### src/rtl/fetch_pkg.sv
// Shared types and default parameters for the instruction prefetch unit.
package fetch_pkg;

  typedef enum logic [1:0] {
    ST_IDLE = 2'd0,
    ST_WAIT = 2'd1,
    ST_DROP = 2'd2
  } fetch_state_e;

  localparam int DEF_ADDR_W   = 16;
  localparam int DEF_INSTR_W  = 16;
  localparam int DEF_DEPTH    = 4;
  localparam int DEF_PC_STEP  = 2;
  localparam int DEF_RESET_PC = 0;

endpackage

### src/rtl/fetch_fifo.sv
// Circular prefetch queue with wrapping pointers and a single-cycle flush.
// Flush wins over any push or pop in the same cycle.
module fetch_fifo #(
  parameter  int DW    = 33,
  parameter  int DEPTH = 4,
  localparam int PW    = $clog2(DEPTH),
  localparam int CW    = PW + 1
) (
  input  logic          clk,
  input  logic          rst,
  input  logic          flush_i,
  input  logic          push_i,
  input  logic [DW-1:0] wdata_i,
  input  logic          pop_i,
  output logic [DW-1:0] rdata_o,
  output logic          valid_o,
  output logic [CW-1:0] count_o
);

  logic [DW-1:0] mem_q [DEPTH];
  logic [PW-1:0] rd_ptr_q, rd_ptr_d;
  logic [PW-1:0] wr_ptr_q, wr_ptr_d;
  logic [CW-1:0] count_q, count_d;
  logic          do_push, do_pop;

  assign do_pop  = pop_i & (count_q != '0);
  assign do_push = push_i & ((count_q != CW'(DEPTH)) | do_pop);

  assign valid_o = (count_q != '0);
  assign rdata_o = mem_q[rd_ptr_q];
  assign count_o = count_q;

  // Pointer and occupancy next-state; flush empties the queue outright.
  always_comb begin
    rd_ptr_d = rd_ptr_q;
    wr_ptr_d = wr_ptr_q;
    count_d  = count_q;
    if (flush_i) begin
      rd_ptr_d = '0;
      wr_ptr_d = '0;
      count_d  = '0;
    end else begin
      if (do_push) wr_ptr_d = wr_ptr_q + PW'(1);
      if (do_pop)  rd_ptr_d = rd_ptr_q + PW'(1);
      case ({do_push, do_pop})
        2'b10:   count_d = count_q + CW'(1);
        2'b01:   count_d = count_q - CW'(1);
        default: count_d = count_q;
      endcase
    end
  end

  // Pointer/occupancy registers.
  always_ff @(posedge clk or negedge rst) begin
    if (!rst) begin
      rd_ptr_q <= '0;
      wr_ptr_q <= '0;
      count_q  <= '0;
    end else begin
      rd_ptr_q <= rd_ptr_d;
      wr_ptr_q <= wr_ptr_d;
      count_q  <= count_d;
    end
  end

  // Entry storage; contents need no reset since occupancy gates every read.
  always_ff @(posedge clk) begin
    if (do_push && !flush_i) mem_q[wr_ptr_q] <= wdata_i;
  end

endmodule

### src/rtl/fetch_prefetch_unit.sv
// Instruction prefetcher: one outstanding memory read, results queued in
// fetch order with their PC and error flag.
//
//   state   | meaning
//   --------+-----------------------------------------------------------
//   ST_IDLE | no request outstanding; may issue when queue has room
//   ST_WAIT | request accepted, response will be queued
//   ST_DROP | request accepted before a redirect, response is discarded
module fetch_prefetch_unit
  import fetch_pkg::*;
#(
  parameter  int ADDR_W   = DEF_ADDR_W,
  parameter  int INSTR_W  = DEF_INSTR_W,
  parameter  int DEPTH    = DEF_DEPTH,
  parameter  int PC_STEP  = DEF_PC_STEP,
  parameter  int RESET_PC = DEF_RESET_PC,
  localparam int CNT_W    = $clog2(DEPTH) + 1
) (
  input  logic               clk,
  input  logic               rst,
  input  logic               redirect_valid,
  input  logic [ADDR_W-1:0]  redirect_pc,
  input  logic               halt,
  output logic               imem_req,
  output logic [ADDR_W-1:0]  imem_addr,
  input  logic               imem_stall,
  input  logic               imem_done,
  input  logic [INSTR_W-1:0] imem_rdata,
  input  logic               imem_err,
  output logic               out_valid,
  output logic [INSTR_W-1:0] out_instr,
  output logic [ADDR_W-1:0]  out_pc,
  output logic [ADDR_W-1:0]  out_pc_next,
  output logic               out_err,
  input  logic               out_ready,
  output logic [CNT_W-1:0]   count
);

  localparam int ENT_W = 1 + ADDR_W + INSTR_W;

  fetch_state_e      state_q, state_d;
  logic [ADDR_W-1:0] pc_q, pc_d;
  logic [ADDR_W-1:0] req_pc_q, req_pc_d;
  logic              accept, push, pop, has_room;
  logic              fifo_valid;
  logic [ENT_W-1:0]  head;

  // A same-cycle pop frees a slot, so a full queue can still issue.
  assign pop      = fifo_valid & out_ready;
  assign has_room = (count < CNT_W'(DEPTH)) | pop;
  // rst gating keeps the request low for the whole reset interval.
  assign imem_req = rst & (state_q == ST_IDLE) & ~halt & ~redirect_valid & has_room;
  assign accept   = imem_req & ~imem_stall;
  assign imem_addr = pc_q;

  // Request/response sequencing and push decision.
  always_comb begin
    state_d = state_q;
    push    = 1'b0;
    unique case (state_q)
      ST_IDLE: if (accept) state_d = ST_WAIT;
      ST_WAIT: begin
        if (imem_done) begin
          // A response coinciding with a redirect belongs to the old path.
          state_d = ST_IDLE;
          push    = ~redirect_valid;
        end else if (redirect_valid) begin
          state_d = ST_DROP;
        end
      end
      ST_DROP: if (imem_done) state_d = ST_IDLE;
      default: state_d = ST_IDLE;
    endcase
  end

  // Fetch PC and the PC of the in-flight request.
  always_comb begin
    pc_d     = pc_q;
    req_pc_d = req_pc_q;
    if (redirect_valid) begin
      pc_d = redirect_pc;
    end else if (accept) begin
      pc_d     = pc_q + ADDR_W'(PC_STEP);
      req_pc_d = pc_q;
    end
  end

  // State, fetch PC and request PC registers.
  always_ff @(posedge clk or negedge rst) begin
    if (!rst) begin
      state_q  <= ST_IDLE;
      pc_q     <= ADDR_W'(RESET_PC);
      req_pc_q <= ADDR_W'(RESET_PC);
    end else begin
      state_q  <= state_d;
      pc_q     <= pc_d;
      req_pc_q <= req_pc_d;
    end
  end

  fetch_fifo #(
    .DW    (ENT_W),
    .DEPTH (DEPTH)
  ) u_fifo (
    .clk     (clk),
    .rst     (rst),
    .flush_i (redirect_valid),
    .push_i  (push),
    .wdata_i ({imem_err, req_pc_q, imem_rdata}),
    .pop_i   (pop),
    .rdata_o (head),
    .valid_o (fifo_valid),
    .count_o (count)
  );

  assign out_valid   = fifo_valid;
  assign out_err     = fifo_valid & head[ENT_W-1];
  assign out_pc      = head[INSTR_W +: ADDR_W];
  assign out_instr   = head[INSTR_W-1:0];
  assign out_pc_next = out_pc + ADDR_W'(PC_STEP);

endmodule
### config.mk
export PLATFORM = sky130hd
export DESIGN_NAME = fetch_prefetch_unit
export DESIGN_NICKNAME = d
export VERILOG_FILES = /design/src/rtl/fetch_pkg.sv /design/src/rtl/fetch_fifo.sv /design/src/rtl/fetch_prefetch_unit.sv
export SDC_FILE = /design/constraint.sdc
export NUM_CORES = 1
export LEC_CHECK = 0
export CORE_ASPECT_RATIO = 1.4
export CORE_MARGIN = 3
export CORE_UTILIZATION = 48
export CTS_BUF_LIST = sky130_fd_sc_hd__clkbuf_8 sky130_fd_sc_hd__clkbuf_16
export DETAILED_ROUTE_END_ITERATION = 6
export GPL_TIMING_DRIVEN = 0
export PLACE_DENSITY_LB_ADDON = 0.25
export SYNTH_ARGS = -nofsm -noshare
export SYNTH_HDL_FRONTEND = slang
export SYNTH_SLANG_ARGS = --single-unit
### constraint.sdc
create_clock -name clk -period 2.7 [get_ports clk]
set_input_delay 0.675 -clock clk [delete_from_list [all_inputs] [get_ports clk]]
set_output_delay 0.675 -clock clk [all_outputs]
set_load 0.005 [all_outputs]
==> impl_metrics.py, run 1 <==
metrics = {
    "routing": {
        "wire_per_inst_um": 20.3,
        "drt-initial-drc-count": 225,
        "route.antenna.remaining_nets": 0,
        "detailroute.via_count": 4527,
        "detail_route.wirelength_um": 16800,
        "detail_route.drc_violations": 0,
        "dr.pass1.iters": 6,
        "via_per_inst": 5.48,
    },
    "flow_run": {
        "maxCapViolCount": 0,
    },
    "yosys": {
        "ys_ff_latch": 173,
        "synthesis.area_sq_um": 7100,
        "postSynthCellCount": 438,
        "yosys_warnings": 0,
        "synth_commonest_cells": "edfxtp_1, nand2_1, dfrtp_1, mux4_2",
        "post-synth-top-area-fraction_pct": 55.8,
        "postSynthAreaPerCell_sq_um": 16.2,
        "synth_ff_type": "edfxtp_1",
        "cell_with_the_most_instances_after_synthesis": "edfxtp_1",
        "ys_async_sr_fraction_pct": 23.7,
        "synth_top_area_cell": "edfxtp_1",
        "synth_cell_types": 45,
        "synth_edf_count": 132,
        "synth.net_count": 485,
        "ys_seq_area_share_pct": 70.2,
        "synth_area_leaders": "edfxtp_1, dfrtp_1, mux4_2",
    },
    "placed_design": {
        "io_buffers": 109,
        "dp_hpwl_um": 9280,
        "post_dp_cell_area_sq_um": 8460,
        "gpl.final_weighted_congestion": 0.874,
    },
    "grt": {
        "grt_max_degree": 42,
        "grt_pass1_vias": 4728,
        "grt_pass1_wl_um": 25500,
        "globalRouteOverflowTotal": 0,
        "grt_use_total_pct": 21.0,
        "initial_antenna_violation_count": 0,
    },
    "cells_and_area": {
        "final_layout_size_suffix_gt1_share_pct": 34.7,
        "finalInstanceArea_sq_um": 9720,
        "layout.nets": 672,
        "antenna_cells": 0,
        "area_delta_synth_final_pct": 36.8,
    },
    "floorplan": {
        "die_w_um": 109,
        "core_area_sq_um": 14500,
        "floorplan.io_pins": 110,
        "std_cell_rows": 52,
        "design.die.area_sq_um": 16300,
        "floorplan.die.height_um": 150,
        "initial_utilization_pct": 49.0,
    },
    "timing": {
        "timing.final.crit_share_pct": 125,
        "worst-slew-pin-transition_ns": 0.652,
        "unrepaired_setup_endpoints_after_global_routing": "true",
        "holdWs_ns": 0.0421,
        "fin_tns_setup_ns": -9.57,
        "final-max-slew-violation-count": 0,
        "clock.fmax_ghz": 0.297,
        "timing.max_slew.rel_slack_pct": 56.2,
        "setup_viol": 39,
        "fin_worst_skew_ns": 0.00821,
        "finalHoldViolations": 0,
        "timing.final.ws_setup_ns": -0.662,
        "period_minus_slack_ns": 3.36,
    },
    "clock_network": {
        "clock_path_buffers": 2,
        "clk_transition_reported_paths_ns": 0.07,
        "ctsRootBufferMaster": "clkbuf_16",
        "cts_made_buffers": 17,
        "cts_tree": "done",
        "htree_num_levels": 4,
        "worstSkewPairLatency_ns": 0.41,
        "tritoncts_num_sinks": 173,
    },
    "worst_setup_path": {
        "regToRegEndpoint": "u_fifo.count_o[2]$_DFFE_PN0P_",
        "crit-reg2reg-launch": "u_fifo.count_o[1]$_DFFE_PN0P_",
        "end_kind": "primary output",
        "setup.reg_to_reg.worst_slack_ns": 0.40,
        "worst-endpoint-arrival_ns": 2.69,
        "worstRegToRegCells": 7,
        "worst-setup-path-type": "flip-flop to primary output",
        "critical_path_peak_fanout": 4,
        "worstSetupStartpointType": "flip-flop",
        "critical_path_required_ns": 2.03,
    },
    "run_status": {
        "run_status": "finished with violations",
        "violated_checks": "setup timing",
    },
    "power_and_ir_drop": {
        "cellPowerDensity_nw_per_um2": 814,
        "peakVddDrop_mv": 0.429,
        "leakage_nw": 3.66,
        "power.total_mw": 7.92,
    },
    "worst_hold_path": {
        "min-delay-path-class": "input pin to async pin",
    },
}
-- layer usage --
metal  wire length, um  global-route usage [%]  vias up  part of all wire, %
met2              9170                    37.5      163                   55
met5                 0                       0        -                    0
met3               872                    4.27       31                  5.2
li1                  -                       -     2056                    -
met4               464                    7.71        0                  2.8
met1              6280                    25.0     2277                   37
-- area by class of cell --
class / count / area, sq um
Buffer: 21 / 204
Clock buffer: 17 / 425
Clock inverter: 14 / 181
Fill cell: 977 / 4790
Inverter: 7 / 28.8
Multi-Input combinational cell: 240 / 2190
Sequential cell: 173 / 4990
Tap cell: 189 / 236
Timing Repair Buffer: 165 / 1470
-- state kept, by name, indices dropped and copies added (netlist names) --
| register | count |
|---|---|
| u_fifo.mem_q | 132 |
| imem_addr | 16 |
| req_pc_q | 16 |
| u_fifo.count_o | 3 |
| state_q | 2 |
| u_fifo.rd_ptr_q | 2 |
| u_fifo.wr_ptr_q | 2 |
-- cells by family after synthesis --
kind of cell	synth area share (%)
compound gates	4.26
xor+xnor	2.22
fa+ha+maj	1.34
buf+inv	2.10
flops	70.2
mux	11.4
simple gates	8.47
-- worst max-delay path by stage --
stage / start / to / slack (ns) / cells past startpoint
floorplan: u_fifo.rd_ptr_q[0]$_DFFE_PN0P_ / out_pc_next[13] / 0.09 / 8
global placement: rst / imem_req / -1.77 / 4
detailed placement: u_fifo.rd_ptr_q[0]$_DFFE_PN0P_ / out_pc_next[13] / -1.00 / 9
CTS: u_fifo.rd_ptr_q[0]$_DFFE_PN0P_ / out_pc_next[13] / -0.67 / 10
global route: u_fifo.rd_ptr_q[0]$_DFFE_PN0P_ / out_pc_next[15] / -0.70 / 10
finish: u_fifo.rd_ptr_q[0]$_DFFE_PN0P_ / out_pc_next[10] / -0.66 / 9
-- what timing repair did --
action / CTS / global route
gates resized for setup: 197 / 62
gates cloned: 5 / 0
setup buffers: 38 / 20
pin swaps: 17 / 13
hold buffers: 0 / 0
setup endpoints to repair: 182 / 180
-- placed cells by master, fill, tap and decap left out, types with 9 or more instances in the layout --
master,netlist,final
buf_2,8,29
clkbuf_2,0,13
buf_4,4,32
mux4_2,33,33
o21ai_0,14,14
and2_4,0,9
nand2_1,68,64
nor2_1,14,14
clkbuf_16,0,17
clkdlybuf4s50_1,0,58
buf_6,2,31
dfrtp_1,41,40
edfxtp_1,132,132
buf_12,0,9
-- metrics by stage --
stage / instances / setup slack (ns) / utilization (%)
2_1_floorplan: 438 / 0.0850 / -
3_3_place_gp: 736 / -1.77 / 58.2
3_5_place_dp: 737 / -1.00 / 58.3
4_1_cts: 810 / -0.673 / 65.9
5_1_grt: 826 / -0.704 / 67.0
6_report: 826 / -0.662 / 67.0
-- critical path, stage by stage, from the launching register on --
cell and delay (ns):
dfrtp_2 0.45, buf_12 0.15, buf_12 0.12, mux4_2 0.38, nand3_4 0.08, or4_4 0.54
buf_4 0.16, buf_6 0.11, xnor2_2 0.14, buf_2 0.14
-- report_power, final --
group | switching, mW | total (mW) | internal, mW
clock network | 1.03 | 2.50 | 1.47
logic | 0.842 | 2.13 | 1.29
registers | 0.190 | 3.28 | 3.09
total | 2.06 | 7.92 | 5.85
Power figures use the tool's default switching activity.
==> run 2, diff against run 1 <==
- SKIP_CTS_REPAIR_TIMING: default -> 1
==> impl_metrics.py, run 2 (synthesis gave the netlist of run 1 again) <==
metrics = {
    "grt": {
        "grt_pass1_vias": 4381,
        "grt_use_total_pct": 18.3,
        "grt_pass1_wl_um": 22700,
        "initial_antenna_violation_count": 0,
        "grt_max_degree": 42,
        "globalRouteOverflowTotal": 0,
    },
    "worst_setup_path": {
        "cpLargestDelayFamily": "buffers and inverters",
        "end_kind": "primary output",
        "setup.reg_to_reg.worst_slack_ns": 0.39,
        "worstRegToRegCells": 7,
        "cp.buffers_inverters": 3,
        "regToRegEndpoint": "u_fifo.count_o[2]$_DFFE_PN0P_",
        "worst-endpoint-arrival_ns": 2.76,
        "path_cells": "buf_12 > mux4_2 > ha_4 > nand2_2 > o22ai_4 > nor4b_4 > buf_4 > nand3_2 > xnor2_1 > buf_2",
        "worst-setup-path-type": "flip-flop to primary output",
        "critPathSlowestCell": "dfrtp_2",
        "critical_path_required_ns": 2.03,
        "crit-reg2reg-launch": "u_fifo.count_o[1]$_DFFE_PN0P_",
        "worstSetupStartpointType": "flip-flop",
        "timing.critical_path.slowest_cell_delay_ns": 0.46,
        "critical_path_peak_fanout": 5,
    },
    "timing": {
        "timing.max_slew.rel_slack_pct": 55.2,
        "fin_worst_skew_ns": 0.00769,
        "clock.fmax_ghz": 0.291,
        "finalHoldViolations": 0,
        "unrepaired_setup_endpoints_after_global_routing": "true",
        "period_minus_slack_ns": 3.43,
        "timing.final.crit_share_pct": 127,
        "timing.final.ws_setup_ns": -0.734,
        "final-max-slew-violation-count": 0,
        "setup_viol": 34,
        "worst-slew-pin-transition_ns": 0.667,
        "fin_tns_setup_ns": -11.25,
    },
    "cells_and_area": {
        "top_register": "u_fifo.mem_q",
        "largest_reg_flops": 132,
        "layout.nets": 654,
        "area_delta_synth_final_pct": 34.1,
        "antenna_cells": 0,
        "layout_commonest_cell": "edfxtp_1",
        "mostFrequentLayoutCells": "edfxtp_1, nand2_1, clkdlybuf4s50_1, dfrtp_1, mux4_2",
        "final_layout_size_suffix_gt1_share_pct": 29.6,
        "final_cell_count_no_fill": 808,
    },
    "clock_network": {
        "clk_transition_reported_paths_ns": 0.07,
        "cts_tree": "done",
        "htree_num_levels": 4,
        "clock_path_buffers": 2,
        "cts_made_buffers": 17,
        "ctsRootBufferMaster": "clkbuf_16",
        "tritoncts_num_sinks": 173,
        "worstSkewPairLatency_ns": 0.41,
    },
    "floorplan": {
        "design.die.area_sq_um": 16300,
        "floorplan.die.height_um": 150,
        "die_w_um": 109,
        "std_cell_rows": 52,
        "core_area_sq_um": 14500,
        "initial_utilization_pct": 49.0,
        "floorplan.io_pins": 110,
    },
    "worst_hold_path": {
        "min-delay-path-class": "input pin to async pin",
    },
    "routing": {
        "dr_wl_met2_um": 8640,
        "detail_route.wirelength_um": 16000,
        "wl_met3_um": 841,
        "highest_layer": "met4",
        "route.antenna.remaining_nets": 0,
        "via_per_inst": 5.51,
        "drt-initial-drc-count": 239,
        "dr.pass1.iters": 4,
        "detail_route.wirelength.met1_um": 6200,
        "detailroute.via_count": 4453,
        "detail_route.drc_violations": 0,
        "wire_per_inst_um": 19.8,
    },
    "run_status": {
        "run_status": "finished with violations",
        "violated_checks": "setup timing",
    },
    "placed_design": {
        "place.detailed.instances": 737,
        "io_buffers": 109,
        "dp_hpwl_um": 9280,
        "gpl.final_weighted_congestion": 0.874,
    },
    "power_and_ir_drop": {
        "peakVddDrop_mv": 0.451,
        "leakage_nw": 3.66,
        "cellPowerDensity_nw_per_um2": 811,
    },
    "flow_run": {
        "maxCapViolCount": 0,
    },
}
## run 2: changes by cell type in the layout (fill, tap and decap cells not counted), moves of 3 or more
cell,previous run,this run
buf_6,31,12
xnor2_2,4,1
clkbuf_2,13,22
buf_2,29,13
nand2_4,3,0
buf_4,32,28
xnor2_1,6,9
dlygate4sd2_1,3,0
dlymetal6s2s_1,0,17
## run 2: routing by layer
layer	global-route usage, %	vias to the layer above
met5	0	-
met4	5.81	0
met3	4.14	18
met2	31.9	175
met1	22.6	2241
li1	-	2019
## run 2: worst max path at each step
stage / from / end / cells after the start
after floorplan: u_fifo.rd_ptr_q[0]$_DFFE_PN0P_ / out_pc_next[13] / 8
after global placement: rst / imem_req / 4
after detailed placement: u_fifo.rd_ptr_q[0]$_DFFE_PN0P_ / out_pc_next[13] / 9
after CTS: u_fifo.rd_ptr_q[0]$_DFFE_PN0P_ / out_pc_next[13] / 9
after global routing: u_fifo.rd_ptr_q[0]$_DFFE_PN0P_ / out_pc_next[13] / 10
final: u_fifo.rd_ptr_q[0]$_DFFE_PN0P_ / out_pc_next[13] / 10
## run 2: layout make-up
type                            instances  area, sq um
Buffer                                 21          208
Clock buffer                           17          425
Clock inverter                         14          181
Fill cell                            1016         4980
Inverter                                7         26.3
Multi-Input combinational cell        240         2110
Sequential cell                       173         4990
Tap cell                              189          236
Timing Repair Buffer                  147         1350
## run 2: through the flow
stage	hold WS [ns]	util (%)	instance area (sq um)	worst slack (ns)	power, mW
6_report	0.0472	65.7	9530	-0.734	7.73
5_1_grt	0.0284	65.7	9530	-0.811	8.03
4_1_cts	0.0313	62.5	9060	-1.45	7.38
3_5_place_dp	0.477	58.3	8460	-1.00	4.90
3_3_place_gp	0.491	58.2	8440	-1.77	4.86
2_1_floorplan	0.379	-	7110	0.0850	4.08
## run 2: power breakdown
part | internal (mW) | total [mW] | switching, mW
clock | 1.47 | 2.49 | 1.02
sequential | 3.09 | 3.28 | 0.192
combinational | 1.18 | 1.95 | 0.771
total | 5.74 | 7.73 | 1.99
